--- src/rtl/ws2812_pkg.sv ---
// Shared constants and state encoding for the WS2812 receive path.
package ws2812_pkg;
    localparam int WORD_BITS      = 24;
    localparam int T0H_CYC        = 20;
    localparam int T1H_CYC        = 40;
    localparam int T_THRESH_CYC   = 30;
    localparam int T_MIN_HIGH_CYC = 8;
    localparam int T_MAX_HIGH_CYC = 60;
    localparam int RESET_CYC      = 2500;
    localparam int PIX_W_DEF      = 8;

    typedef enum logic [1:0] {
        SYNC_WAIT,
        IDLE,
        HIGH,
        LOW
    } rx_state_t;
endpackage

--- src/rtl/ws2812_edge_sync.sv ---
// Two-flop synchronizer for the asynchronous data line, followed by a
// registered previous-sample flop that yields single-cycle rise/fall strobes.
module ws2812_edge_sync (
    input  logic clk,
    input  logic reset_n,
    input  logic din,
    output logic level,
    output logic rise,
    output logic fall
);
    logic meta;
    logic sync;
    logic prev;

    always_ff @(posedge clk or negedge reset_n) begin
        if (!reset_n) begin
            meta <= 1'b0;
            sync <= 1'b0;
            prev <= 1'b0;
        end else begin
            meta <= din;
            sync <= meta;
            prev <= sync;
        end
    end

    assign level = sync;
    assign rise  = sync & ~prev;
    assign fall  = ~sync & prev;
endmodule

--- src/rtl/ws2812_receiver.sv ---
// WS2812 pulse-width decoder: rebuilds 24-bit GRB words, flags frame gaps and
// timing errors. Define WS2812_FORWARD_EN to add the dout daisy-chain output.
//
// state     | meaning
// SYNC_WAIT | not armed; waiting for a full low reset gap
// IDLE      | armed, line low, no bits of the current word yet
// HIGH      | measuring a high pulse
// LOW       | between bits; watching for the next pulse or a reset gap
module ws2812_receiver
    import ws2812_pkg::*;
#(
    parameter int T_THRESH     = T_THRESH_CYC,
    parameter int T_MIN_HIGH   = T_MIN_HIGH_CYC,
    parameter int T_MAX_HIGH   = T_MAX_HIGH_CYC,
    parameter int RESET_CYCLES = RESET_CYC,
    parameter int PIX_W        = PIX_W_DEF
) (
    input  logic                 clk,
    input  logic                 reset_n,
    input  logic                 din,
    output logic [WORD_BITS-1:0] data_out,
    output logic                 data_valid,
    output logic [PIX_W-1:0]     pixel_count,
    output logic                 frame_done,
    output logic                 bit_error,
    output logic                 synced
`ifdef WS2812_FORWARD_EN
    ,
    output logic                 dout
`endif
);
    localparam logic [7:0]  THRESH_W = 8'(T_THRESH);
    localparam logic [7:0]  MIN_W    = 8'(T_MIN_HIGH);
    localparam logic [7:0]  MAX_W    = 8'(T_MAX_HIGH);
    localparam logic [12:0] LOW_TC   = 13'(RESET_CYCLES - 1);
    localparam logic [4:0]  BIT_LAST = 5'(WORD_BITS - 1);

    logic level;
    logic rise;
    logic fall;

    rx_state_t              state, state_n;
    logic [6:0]             high_cnt, high_cnt_n;
    logic [12:0]            low_cnt, low_cnt_n;
    logic [4:0]             bit_cnt, bit_cnt_n;
    logic [WORD_BITS-2:0]   shreg, shreg_n;
    logic [WORD_BITS-1:0]   data_out_n;
    logic [PIX_W-1:0]       pixel_count_n;
    logic                   data_valid_n;
    logic                   frame_done_n;
    logic                   bit_error_n;
    logic                   synced_n;
    logic                   err;
    logic [7:0]             width;
    logic                   bit_val;

    ws2812_edge_sync u_sync (
        .clk     (clk),
        .reset_n (reset_n),
        .din     (din),
        .level   (level),
        .rise    (rise),
        .fall    (fall)
    );

    always_ff @(posedge clk or negedge reset_n) begin
        if (!reset_n) begin
            state       <= SYNC_WAIT;
            high_cnt    <= '0;
            low_cnt     <= '0;
            bit_cnt     <= '0;
            shreg       <= '0;
            data_out    <= '0;
            data_valid  <= 1'b0;
            pixel_count <= '0;
            frame_done  <= 1'b0;
            bit_error   <= 1'b0;
            synced      <= 1'b0;
        end else begin
            state       <= state_n;
            high_cnt    <= high_cnt_n;
            low_cnt     <= low_cnt_n;
            bit_cnt     <= bit_cnt_n;
            shreg       <= shreg_n;
            data_out    <= data_out_n;
            data_valid  <= data_valid_n;
            pixel_count <= pixel_count_n;
            frame_done  <= frame_done_n;
            bit_error   <= bit_error_n;
            synced      <= synced_n;
        end
    end

    always_comb begin
        state_n       = state;
        high_cnt_n    = high_cnt;
        low_cnt_n     = low_cnt;
        bit_cnt_n     = bit_cnt;
        shreg_n       = shreg;
        data_out_n    = data_out;
        pixel_count_n = pixel_count;
        synced_n      = synced;
        data_valid_n  = 1'b0;
        frame_done_n  = 1'b0;
        bit_error_n   = 1'b0;
        err           = 1'b0;
        // high_cnt misses the rise cycle, so the true width is one more
        width         = {1'b0, high_cnt} + 8'd1;
        bit_val       = (width >= THRESH_W);

        case (state)
            SYNC_WAIT: begin
                if (level) begin
                    low_cnt_n = '0;
                end else if (low_cnt == LOW_TC) begin
                    state_n       = IDLE;
                    synced_n      = 1'b1;
                    low_cnt_n     = '0;
                    pixel_count_n = '0;
                end else if (low_cnt != '1) begin
                    low_cnt_n = low_cnt + 13'd1;
                end
            end
            IDLE: begin
                if (rise) begin
                    high_cnt_n = '0;
                    state_n    = HIGH;
                end
            end
            HIGH: begin
                if (fall) begin
                    if (width < MIN_W || width > MAX_W) begin
                        err = 1'b1;
                    end else begin
                        shreg_n   = {shreg[WORD_BITS-3:0], bit_val};
                        bit_cnt_n = bit_cnt + 5'd1;
                        low_cnt_n = '0;
                        state_n   = LOW;
                        if (bit_cnt == BIT_LAST) begin
                            data_out_n   = {shreg, bit_val};
                            data_valid_n = 1'b1;
                            bit_cnt_n    = '0;
                            shreg_n      = '0;
                            if (pixel_count != '1)
                                pixel_count_n = pixel_count + PIX_W'(1);
                        end
                    end
                end else if ({1'b0, high_cnt} > MAX_W) begin
                    err = 1'b1;
                end else if (high_cnt != '1) begin
                    high_cnt_n = high_cnt + 7'd1;
                end
            end
            LOW: begin
                if (rise) begin
                    high_cnt_n = '0;
                    state_n    = HIGH;
                end else if (low_cnt == LOW_TC) begin
                    frame_done_n  = 1'b1;
                    bit_error_n   = (bit_cnt != 5'd0);
                    pixel_count_n = '0;
                    bit_cnt_n     = '0;
                    shreg_n       = '0;
                    low_cnt_n     = '0;
                    state_n       = IDLE;
                end else if (low_cnt != '1) begin
                    low_cnt_n = low_cnt + 13'd1;
                end
            end
            default: state_n = SYNC_WAIT;
        endcase

        if (err) begin
            bit_error_n = 1'b1;
            synced_n    = 1'b0;
            bit_cnt_n   = '0;
            shreg_n     = '0;
            low_cnt_n   = '0;
            state_n     = SYNC_WAIT;
        end
    end

`ifdef WS2812_FORWARD_EN
    logic fwd_en;

    // Opens on pixel 0 completion, when the line is guaranteed low.
    always_ff @(posedge clk or negedge reset_n) begin
        if (!reset_n)
            fwd_en <= 1'b0;
        else if (bit_error_n || frame_done_n || !synced_n)
            fwd_en <= 1'b0;
        else if (data_valid_n && pixel_count == '0)
            fwd_en <= 1'b1;
    end

    assign dout = fwd_en & level;
`endif
endmodule

--- config.mk ---
export PLATFORM = sky130hd
export DESIGN_NAME = ws2812_receiver
export DESIGN_NICKNAME = d
export VERILOG_FILES = /design/src/rtl/ws2812_pkg.sv /design/src/rtl/ws2812_edge_sync.sv /design/src/rtl/ws2812_receiver.sv
export SDC_FILE = /design/constraint.sdc
export NUM_CORES = 1
export LEC_CHECK = 0
export BUFFER_PORTS_ARGS = -buffer_cell sky130_fd_sc_hd__buf_2
export CORE_MARGIN = 1
export CORE_UTILIZATION = 55
export DETAILED_ROUTE_END_ITERATION = 7
export PLACE_DENSITY_LB_ADDON = 0.3
export SETUP_SLACK_MARGIN = 0.2
export SLEW_MARGIN = 30
export SYNTH_ARGS = -nofsm -noshare
export SYNTH_HDL_FRONTEND = slang
export SYNTH_SLANG_ARGS = --single-unit
--- constraint.sdc ---
create_clock -name clk -period 4.43 [get_ports clk]
set_input_delay 0.2215 -clock clk [delete_from_list [all_inputs] [get_ports clk]]
set_output_delay 0.2215 -clock clk [all_outputs]
set_load 0.02 [all_outputs]
==> impl_results.md <==
* DR iter-0 viols at between 200 and 250
* Worst path arrival time at about 3.3 ns
* Pleak at between 2 and 2.5 nW
* Combinational power share at 2.4%
* Io pins at 39
* Layout cells sized above 1 at a little under a fifth
* Synth Cell Area at around 4500 sq um
* Largest family of logic cells by synthesized area: compound AO/OA/AOI/OAI gates
* Critical-path cell list: ha_1, or4b_1, nand3_2, nor3_4, o31ai_2, o21ai_0, a22o_1
* Xor-xnor portion of the synthesized cell area at less than 1%
* Max IR drop VDD at 157 uV
* PortBufs at 38
* Remaining antenna violation count at 0
* Die area at 8500 sq um
* 1st-pass router iterations at 5
* Sw power at between 300 and 400 uW
* Slew HR at roughly 37%
* Clock slew at reported path FFs at 0.09 ns
* RSZ-0062 raised after global routing: no
* Compound-Gate Fraction of Synth Area at between 10% and 20%
* Longest Clk Path Bufs at 2
* Final Cycle Share at 69.4%
* Antenna violations before repair at 0
* Mean post-synth cell area at ~11 sq um
* Internal power at around 1.0 mW
* Core Box Area at between 7000 and 8000 sq um
* Root buffer cell: clkbuf_8
* DR WL/cell at about 16 microns
* Critical path origin: high_cnt[0]
* Register share of total power at 59.3%
* Seq/Total Area, Yosys at approximately 50%
* Synthesis warning total at 0
* Via density at about 6.2
* Max cap viols at 0
* Dpl hpwl at just over 6000 microns
* Min-Delay Startpoint: u_sync.meta
* Nets@finish at 455
* Worst-path maximum fanout at 13
* Non-filler cells, final at approximately 550
* Setup TNS at 0 ns
* Run status: completed
* Die height at between 90 and 100 microns
* Total power at 1.38 mW
* Pwr dens at approximately 280 nW/um^2
* DRC at 0
* Worst slew pin tran at 0.939 ns
* TritonCTS clock tree: built
* Ys async rst share at 100%
* First-pass GRT wire length at 15,200 microns
* Critical Path Start Type: flop
* # H-tree levels at 3
* Final hold vios at 0
* Post-synth net total at 420
* Sw Ratio at 24.8%
* Hold Crit Class: flop to flop
* Top area cells in the synthesized netlist: dfrtp_1 50%, a22o_1 5.1%, mux2_1 4.8%, ha_1 3.4%, o21ai_0 2.3%
* Final Slew Violations at 0
* Die Wd at about 90 microns
* Buf+Inv Stages, Crit Path at 0
* Starting Density at between 50% and 60%
* Crit. End Element: flop
* Top post-synthesis cells by count: 89 x dfrtp_1, 26 x a22o_1, 21 x nand2_1, 21 x o21ai_0, 19 x mux2_1
* Ant. Diodes at 0
* WP data required at between 4 and 5 ns
* Synth top area share at around 50%
* Crit Path Class: flop to flop
* Cell taking the most area after synthesis: dfrtp_1
* Clk_lat worst skew at 0.37 ns
* Largest net degree at the start of global routing at 90
* CP max stage cell: o31ai_2
* Max Clk Rate at 0.325 GHz
* Seq cells post-synth at 89
* # clock sinks at 89
* Number of flops mapped to enable cells by yosys at 0
* Total track usage at 22.5%
* Ys flop type: dfrtp_1
* Top-count cell post-synth: dfrtp_1
* Layout Area Growth over Synthesis at 9.93%
* Clock power frac at between 30% and 40%
* Worst Skew at just under 0.008 ns
* Detailed Route WL at just under 9000 microns
* Synth Area in Simple Gates at ~17%
* Final setup fails at 0
* Inserted Clock Buffers at 9
* Vias at ~3,400
* Minimum clock period at a little over 3 ns
* Multiplexer area fraction after synthesis at under 10%
* Grt ovf at 0
* Mapped Cells at 405
* R2r startpoint: high_cnt[0]
* Adder-Cell Fraction of Synth Area at 3.36%
* Routability Congestion at between 0.8 and 0.9
* Crit-path leading delay family: compound AO/OA/AOI/OAI gates
* # rows at 32
* Final Util at 63.0%
* Synth unique cells at a little under 70
* Number of global-route vias before repair at 3,222
* Inst Count DP at about 530
* CP peak stage delay at about 0.80 ns
-- power groups by stage --
| stage | Combinational, mW | Clock [mW] | Sequential [mW] |
|---|---|---|---|
| global route | 0.0395 | 0.576 | 0.821 |
| CTS | 0.0347 | 0.541 | 0.820 |
| floorplan | 0.0134 | 0 | 0.835 |
| finish | 0.0338 | 0.529 | 0.820 |
| global placement | 0.0320 | 0 | 0.836 |
| detailed placement | 0.0334 | 0 | 0.836 |
-- kinds of logic after synthesis --
kind of cell | count (synthesis)
AND/OR/NAND/NOR | 126
AO/OA/AOI/OAI | 117
flip-flops | 89
buffers and inverters | 32
multiplexers | 26
adder cells (fa/ha/maj) | 12
XOR/XNOR | 3
-- path summary, 6_finish.rpt --
| kind | slack, ns | depth (start not counted) | end |
|---|---|---|---|
| setup reg to reg | 1.35 | 7 | low_cnt[0] |
| hold / removal | 0.36 | 0 | u_sync.level |
| hold reg to reg | 0.36 | 0 | u_sync.level |
| min in group asynchronous | 0.47 | 2 | data_out[8] |
| setup / recovery | 1.35 | 7 | low_cnt[0] |
| max in group asynchronous | 3.42 | 2 | high_cnt[4] |
-- metal layers --
metal | wire length [microns] | global-route usage, % | vias up
li1 | - | - | 1608
met1 | 4460 | 33.3 | 1690
met2 | 3910 | 32.8 | 68
met3 | 302 | 3.48 | 13
met4 | 167 | 9.38 | 0
met5 | 0 | 0 | -
-- metrics by stage --
step                hold WS (ns)  instance area [sq um]  setup slack [ns]
finish                     0.360                   4920              1.35
global route               0.367                   4920              1.11
CTS                        0.357                   4920              1.38
detailed placement         0.331                   4710              1.41
global placement           0.332                   4710              1.57
floorplan                -0.0741                   4470              1.83
-- cells in the final DEF, fill, tap and decap left out, types with 6 or more instances in the layout --
master / Yosys / final
a211oi_1: 6 / 6
a21oi_1: 17 / 17
a22o_1: 26 / 26
and3_1: 7 / 7
buf_2: 8 / 37
clkbuf_8: 0 / 9
dfrtp_1: 89 / 89
ha_1: 12 / 12
inv_1: 14 / 14
mux2_1: 19 / 19
nand2_1: 21 / 21
nand2b_1: 6 / 6
nand3_1: 15 / 15
nor2_1: 16 / 16
nor3_1: 13 / 13
o21ai_0: 21 / 21
o31ai_1: 6 / 6
or3_1: 6 / 6
-- area by class of cell --
class,count,area [sq um]
sequential,89,2230
tap,102,128
multi-input combinational,284,2090
timing repair buffer,42,231
inverter,14,52.6
fill,625,2890
clock buffer,9,124
clock inverter,7,61.3
-- flip-flops by register name, summed over array words and instances (netlist names) --
name	count
u_sync.prev	1
pixel_count	8
frame_done	1
bit_error	1
state	2
low_cnt	13
u_sync.level	1
shreg	23
synced	1
high_cnt	7
data_valid	1
bit_cnt	5
u_sync.meta	1
data_out	24
-- timing repair --
action                                 4_1_cts  5_1_grt
hold buffers                                 2        0
endpoints found under the hold margin       90        0
resized for setup                            0        0
buffers inserted                             0        0
-- worst register-to-register path, stage by stage (launching register included) --
cell,delay (ns)
dfrtp_1,0.45
ha_1,0.34
or4b_1,0.55
nand3_2,0.17
nor3_4,0.10
o31ai_2,0.80
o21ai_0,0.28
a22o_1,0.28
Note: power is estimated with default switching activity, not from simulation.
